File: src/rtl/sdram_refresh_handler.sv
// SDRAM refresh handler: queues refresh interrupts, arbitrates for the command bus,
// then issues PRECHARGE-ALL followed by one or more AUTO REFRESH commands.
module sdram_refresh_handler #(
    parameter int T_RP        = 3,
    parameter int T_RFC       = 9,
    parameter int MAX_PENDING = 8,
    parameter int PEND_W      = 4,
    parameter int TMR_W       = 8
) (
    input  logic              clk,
    input  logic              reset,
    input  logic              ref_int,
    input  logic              ref_grant,
    output logic              ref_req,
    output logic              ref_busy,
    output logic [2:0]        cmd,
    output logic              a10,
    output logic              ref_done,
    output logic [PEND_W-1:0] pending,
    output logic              overflow
);

    localparam logic [2:0] CMD_NOP  = 3'b111;
    localparam logic [2:0] CMD_PRE  = 3'b010;
    localparam logic [2:0] CMD_AREF = 3'b001;

    localparam logic [PEND_W-1:0] PEND_ZERO = PEND_W'(0);
    localparam logic [PEND_W-1:0] PEND_ONE  = PEND_W'(1);
    localparam logic [PEND_W-1:0] PEND_MAX  = PEND_W'(MAX_PENDING);
    localparam logic [TMR_W-1:0]  TMR_ZERO  = TMR_W'(0);
    localparam logic [TMR_W-1:0]  TMR_ONE   = TMR_W'(1);
    // Wait states are entered one cycle after the command, hence the load of T-2.
    localparam logic [TMR_W-1:0]  RP_LOAD   = TMR_W'((T_RP  > 1) ? T_RP  - 2 : 0);
    localparam logic [TMR_W-1:0]  RFC_LOAD  = TMR_W'((T_RFC > 1) ? T_RFC - 2 : 0);

    typedef enum logic [2:0] {
        S_IDLE     = 3'd0,
        S_REQ      = 3'd1,
        S_PRE      = 3'd2,
        S_WAIT_RP  = 3'd3,
        S_AREF     = 3'd4,
        S_WAIT_RFC = 3'd5,
        S_DONE     = 3'd6
    } state_t;

    typedef struct packed {
        logic       req;
        logic       busy;
        logic       done;
        logic [2:0] cmd;
        logic       a10;
    } out_t;

    state_t            state_r;
    logic [TMR_W-1:0]  timer_r;
    out_t              out_r;
    logic [PEND_W-1:0] pend_nxt_s;
    logic              ovf_set_s;
    logic              dec_s;

    // Moore output pattern presented while the FSM sits in state s.
    function automatic out_t outs_for(input state_t s);
        out_t o;
        o = '{req: 1'b0, busy: 1'b0, done: 1'b0, cmd: CMD_NOP, a10: 1'b0};
        case (s)
            S_REQ:      o.req = 1'b1;
            S_PRE:      begin o.req = 1'b1; o.busy = 1'b1; o.cmd = CMD_PRE; o.a10 = 1'b1; end
            S_WAIT_RP:  begin o.req = 1'b1; o.busy = 1'b1; end
            S_AREF:     begin o.req = 1'b1; o.busy = 1'b1; o.cmd = CMD_AREF; end
            S_WAIT_RFC: begin o.req = 1'b1; o.busy = 1'b1; end
            S_DONE:     begin o.busy = 1'b1; o.done = 1'b1; end
            default:    o.req = 1'b0;
        endcase
        return o;
    endfunction

    assign {ref_req, ref_busy, ref_done, cmd, a10} = out_r;
    assign dec_s = (state_r == S_AREF);

    // Next pending count; a coincident request and issue cancel, even when full.
    always_comb begin
        pend_nxt_s = pending;
        ovf_set_s  = 1'b0;
        if (ref_int && !dec_s) begin
            if (pending == PEND_MAX) begin
                ovf_set_s = 1'b1;
            end else begin
                pend_nxt_s = pending + PEND_ONE;
            end
        end else if (!ref_int && dec_s) begin
            pend_nxt_s = pending - PEND_ONE;
        end else begin
            pend_nxt_s = pending;
        end
    end

    // Pending counter and sticky overflow flag.
    always_ff @(posedge clk or posedge reset) begin
        if (reset) begin
            pending  <= PEND_ZERO;
            overflow <= 1'b0;
        end else begin
            pending  <= pend_nxt_s;
            overflow <= overflow | ovf_set_s;
        end
    end

    // Refresh sequencer with registered outputs taken from the next state.
    always_ff @(posedge clk or posedge reset) begin
        if (reset) begin
            state_r <= S_IDLE;
            timer_r <= TMR_ZERO;
            out_r   <= outs_for(S_IDLE);
        end else begin
            case (state_r)
                S_IDLE: begin
                    if (pending != PEND_ZERO) begin
                        state_r <= S_REQ;
                        out_r   <= outs_for(S_REQ);
                    end else begin
                        state_r <= S_IDLE;
                    end
                end
                S_REQ: begin
                    if (ref_grant) begin
                        state_r <= S_PRE;
                        out_r   <= outs_for(S_PRE);
                    end else begin
                        state_r <= S_REQ;
                    end
                end
                S_PRE: begin
                    if (T_RP == 1) begin
                        state_r <= S_AREF;
                        out_r   <= outs_for(S_AREF);
                    end else begin
                        state_r <= S_WAIT_RP;
                        timer_r <= RP_LOAD;
                        out_r   <= outs_for(S_WAIT_RP);
                    end
                end
                S_WAIT_RP: begin
                    if (timer_r == TMR_ZERO) begin
                        state_r <= S_AREF;
                        out_r   <= outs_for(S_AREF);
                    end else begin
                        timer_r <= timer_r - TMR_ONE;
                    end
                end
                S_AREF: begin
                    if (T_RFC != 1) begin
                        state_r <= S_WAIT_RFC;
                        timer_r <= RFC_LOAD;
                        out_r   <= outs_for(S_WAIT_RFC);
                    end else if (pend_nxt_s != PEND_ZERO) begin
                        state_r <= S_AREF;
                        out_r   <= outs_for(S_AREF);
                    end else begin
                        state_r <= S_DONE;
                        out_r   <= outs_for(S_DONE);
                    end
                end
                S_WAIT_RFC: begin
                    // Banks are still closed, so further refreshes skip the precharge.
                    if (timer_r != TMR_ZERO) begin
                        timer_r <= timer_r - TMR_ONE;
                    end else if (pending != PEND_ZERO) begin
                        state_r <= S_AREF;
                        out_r   <= outs_for(S_AREF);
                    end else begin
                        state_r <= S_DONE;
                        out_r   <= outs_for(S_DONE);
                    end
                end
                S_DONE: begin
                    state_r <= S_IDLE;
                    out_r   <= outs_for(S_IDLE);
                end
                default: begin
                    state_r <= S_IDLE;
                    timer_r <= TMR_ZERO;
                    out_r   <= outs_for(S_IDLE);
                end
            endcase
        end
    end

endmodule

File: config.mk
export PLATFORM = sky130hd
export DESIGN_NAME = sdram_refresh_handler
export DESIGN_NICKNAME = d
export VERILOG_FILES = /design/src/rtl/sdram_refresh_handler.sv
export SDC_FILE = /design/constraint.sdc
export NUM_CORES = 1
export LEC_CHECK = 0
export ABC_AREA = 1
export CAP_MARGIN = 20
export CORE_AREA = 2 2 59 61
export DETAILED_ROUTE_END_ITERATION = 8
export DIE_AREA = 0 0 61 63
export HOLD_SLACK_MARGIN = 0.05
export PLACE_DENSITY = 0.73
export SETUP_SLACK_MARGIN = 0.02
export SKIP_LAST_GASP = 1
export SYNTH_ARGS = -nofsm -noshare
export SYNTH_HDL_FRONTEND = slang
export SYNTH_SLANG_ARGS = --single-unit
File: constraint.sdc
create_clock -name clk -period 1.6 [get_ports clk]
set_input_delay 0.48 -clock clk [delete_from_list [all_inputs] [get_ports clk]]
set_output_delay 0.48 -clock clk [all_outputs]
set_load 0.01 [all_outputs]
# Word level (Yosys, flattened, before mapping)
# Index checks and enable logic that the tools add are counted.
# word_totals
reg_bits	23
input_bits	4
out_inout_bits	12
elab_cells	63
# op_classes
add_sub_neg	3
n_eq_ne	14
n_mux	20
bitwise_logic	2
reduce_logical	15
# op_table
operator	count
$pmux 8 s5	1
$mux 7	5
$pmux 7 s5	1
$pmux 3 s6	1
$mux 8	2
$ne 2x2->1 const B	7
$mux 4	3
$eq 3x3->1 const B	3
$logic_not 8->1	1
$reduce_bool 8->1	1
$sub 8x1->8 const B	1
$eq 3x2->1 const B	2
$mux 3	2
$add 4x1->4 const B	1
$eq 4x4->1 const B	1
$mux 2	2
$reduce_and 2->1	2
$reduce_and 4->1	1
$reduce_bool 4->1	1
$sub 4x1->4 const B	1
$eq 3x1->1 const B	1
$logic_not 3->1	1
$mux 1	3
$reduce_and 3->1	1
other kinds (7)	9

# Longest topological paths before layout
# logic_depth
word_depth	5
depth_mapped	11
ltp_nobuf	10

# Worst setup path before layout
# No wires, ideal clock.
# synth_timing
path_type	register to register
startpoint	reg state_r[0]
endpoint	reg pending[3]
setup_ns	0.117
arrival_ns	1.616
t_required_ns	1.483
path_slack_ns	-0.133
stages_incl_launch_ff	12
n_path_buf	1
period_less_slack_ns	1.733
cell_sequence	dfrtp_1 -> buf_12 -> nor2_2 -> nand2_2 -> nand2_2 -> ha_1 -> a21oi_1 -> nand2_1 -> nand3_1 -> nand2_1 -> nand2_1 -> nand2_1
# synth_between
elab_chain_len	5
word_cells_on_any_way	8
cone_classes	2 x eq/ne; 1 x mux; 5 x reduce/logical
# synth_lines
item	line	text
from (decl)	54	state_t state_r;
from (signal assigned)	111	state_r <= S_IDLE;
from (signal assigned)	118	state_r <= S_REQ;
from (signal assigned)	121	state_r <= S_IDLE;
$eq 3x3->1 (*)	78	assign dec_s = (state_r == S_AREF);
$logic_not 1->1	84	if (ref_int && !dec_s) begin
$logic_and 1x1->1	84	
$ne 2x2->1 (no source line) / $reduce_bool 2->1 (equally long branches)	--	
$reduce_and 2->1 (no source line)	--	
to (signal assigned)	103	pending <= pend_nxt_s;
to (decl)	19	output logic [PEND_W-1:0] pending,
# Every way passes the cells marked *; elsewhere a longest branch is shown, timed or not.
# A chain may end at the register's enable or synchronous reset.

# Worst setup path after layout
# layout_timing
startpoint	reg pending[2]
endpoint	out pending[2]
# No word-level cell between the ends.

==> run metrics <==
Peak Freq=0.661 GHz; Finished Layout Cells=266; Syn Area/Cell=8.22 um^2; num rows=21; initial antenna violation count=0; Critical Path RT=1.12 ns; worst IR drop on VDD=0.689 mV; synthesized instance count=186; total gr overflow=0; Worst Skew=0.00791 ns; fin nets=229; All-Layer GR Usage=17.6%; power density cells=2180 nW/um^2; Core Region=3230 um^2; final period utilization=94.5%; CTS tree=built; CTS Root Buffer Type=clkbuf_4; post-synth cell types=28; Pre-antenna DRT Iters=4; slowest CP cell=dfrtp_2; Syn Nets=194; register share of total power=26.3%; Seq cells post-synth=23; run status=finished, final reports clean; cts hold-fix bufs=0; TritonCTS buffer count=3; detailed-route via count=1,274; Clock Sinks=23; final hold viol count=0; number of vias per cell=4.79; drt drc=0; Sw Share=48.0%; dpl hpwl=2.27 mm; Cell Int Power=0.00213 W; Pwr Total=0.00410 W; hold_ws=0.379 ns; Static Leak=0.934 nW; total wire length=2.93 mm; Syn-to-layout area delta=23.1%; share of cells above drive strength 1=31.4%; Placer Congestion=0.855; Die W=61 um; Critical Path Fanout Max=2; Setup WS post-layout=0.0880 ns; Initial DRC Count=65; Critical path buffers and inverters=1; MaxCap Viol Count=0; critical path capture point type=primary output; Clock Power Share=6.7%; Clock Tree Buf Depth=2; Warnings, synthesis=0; IO Count=16; port bufs=15; CTS clock-pin slew for the worst setup and hold paths=0.13 ns; ANT nets after route=0; routed len/inst=11.0 um; Post-Place Worst Slack=-0.325 ns; DIE HEIGHT=63 um; number of global-route vias before repair=1,230; CP Data Arrival Time=1.03 ns; Starting Density=47.3%; first-pass GRT wire length=5.20 mm; combinational power share=67.0%; largest net degree at the start of global routing=15; dpl cells=257; worst slew pin tran=0.277 ns; Worst path top cell family by delay=flip-flops; Post-Syn Area=1530 um^2; Worst setup SP type=flip-flop; min cycle time layout=1.51 ns; Final Util=58.2%; Setup Viol. Count Final=0; total net switching power=0.00197 W; register area share after synthesis=37.9%; Pins Over Slew Limit=0; H-tree depth=1; n_diodes=0; Worst Hold Class=input port to asynchronous set/reset pin; Worst-Skew Late Latency=0.31 ns; CP peak stage delay=0.44 ns; reg-to-reg slack, setup=0.09 ns; die area=3840 um^2; critical path class=flip-flop to primary output; worst-path cell chain=dlygate4sd2_1; relative slew slack=81.5%; RSZ-0062 raised after global routing=true
## Yosys cell counts, drive strengths merged
cell type | count | share of area (%)
a21oi | 3 | 1.7
bufinv | 1 | 1.1
ha | 3 | 2.5
xnor2 | 2 | 1.1
inv | 17 | 4.2
nand4 | 4 | 1.6
buf | 2 | 2.6
nand3b | 2 | 0.98
nor2 | 17 | 5.8
o21ai | 15 | 7.9
o21bai | 1 | 0.49
dfrtp | 20 | 33
dfstp | 3 | 5.2
fa | 1 | 1.3
nand3 | 29 | 11
clkinv | 1 | 0.57
nand2 | 65 | 20
## flip-flops by register name, summed over array words and instances (netlist names)
register	cells
overflow	1
cmd	3
a10	1
ref_req	1
ref_busy	1
ref_done	1
pending	4
state_r	3
timer_r	8
## path summary, 6_finish.rpt
path                            cells after the start         end  startpoint
max in group asynchronous                           3  pending[2]       reset
worst max register to register                     10  pending[3]  state_r[1]
worst max-delay path                                1  pending[2]  pending[2]
worst min-delay path                                2    ref_done       reset
min in group clk                                    2      cmd[0]      cmd[0]
worst min register to register                      2      cmd[0]      cmd[0]
## worst reg2reg max path: cells and delay by family (launching register included)
kind                       cells  cell delay, ns
AOI/OAI and AO/OA              1            0.15
and+or+nand+nor                8            0.63
adders and majority gates      1            0.21
DFF                            1            0.44
## placed cells by master (no fill, tap or decap), types with 6 or more instances in the layout
cell / n
nor2_1: 9
nand2_2: 10
buf_4: 16
dlygate4sd2_1: 9
dfrtp_1: 19
nand3_1: 27
o21ai_2: 6
inv_1: 14
nand2_1: 49
## timing repair
action,in CTS,in global routing
pin swaps,0,1
gates resized for setup,15,10
endpoints found under the setup margin,13,20
setup buffers,4,1
## power by group through the flow
| stage | registers (W) | logic [W] | clock network (W) |
|---|---|---|---|
| 5_1_grt | 0.00111 | 0.00312 | 0.000308 |
| 2_1_floorplan | 0.00118 | 0.00195 | 0 |
| 6_report | 0.00108 | 0.00275 | 0.000275 |
| 3_3_place_gp | 0.00112 | 0.00263 | 0 |
| 4_1_cts | 0.00108 | 0.00271 | 0.000280 |
| 3_5_place_dp | 0.00113 | 0.00268 | 0 |
## metal layers
| layer | vias to the layer above | wire, um | GRT usage, % | share of wire, % |
|---|---|---|---|---|
| met3 | 6 | 60 | 2.48 | 2.1 |
| li1 | 678 | - | - | - |
| met1 | 578 | 1380 | 23.0 | 47 |
| met2 | 12 | 1440 | 28.5 | 49 |
| met5 | - | 0 | 0 | 0 |
| met4 | 0 | 52 | 7.07 | 1.8 |
## cells by family after synthesis
logic type	Yosys count	synth area share, %
buf+inv	21	8.51
flops	23	37.9
fa+ha+maj	4	3.76
xor+xnor	2	1.15
compound gates	19	10.1
simple gates	117	38.6
## layout make-up
type,count,area [um^2]
clock buffer,4,26.3
fill,310,1350
inverter,19,90.1
multi-input combinational,142,870
sequential,23,581
tap,46,57.6
timing repair buffer,32,258
## through the flow
| step | TNS, ns | cell area (um^2) |
|---|---|---|
| CTS | -0.00531 | 1860 |
| finish | 0 | 1880 |
| floorplan | 0 | 1560 |
| detailed placement | -0.823 | 1820 |
| global route | -0.0183 | 1880 |
| global placement | -0.723 | 1820 |
Power figures use the tool's default switching activity.
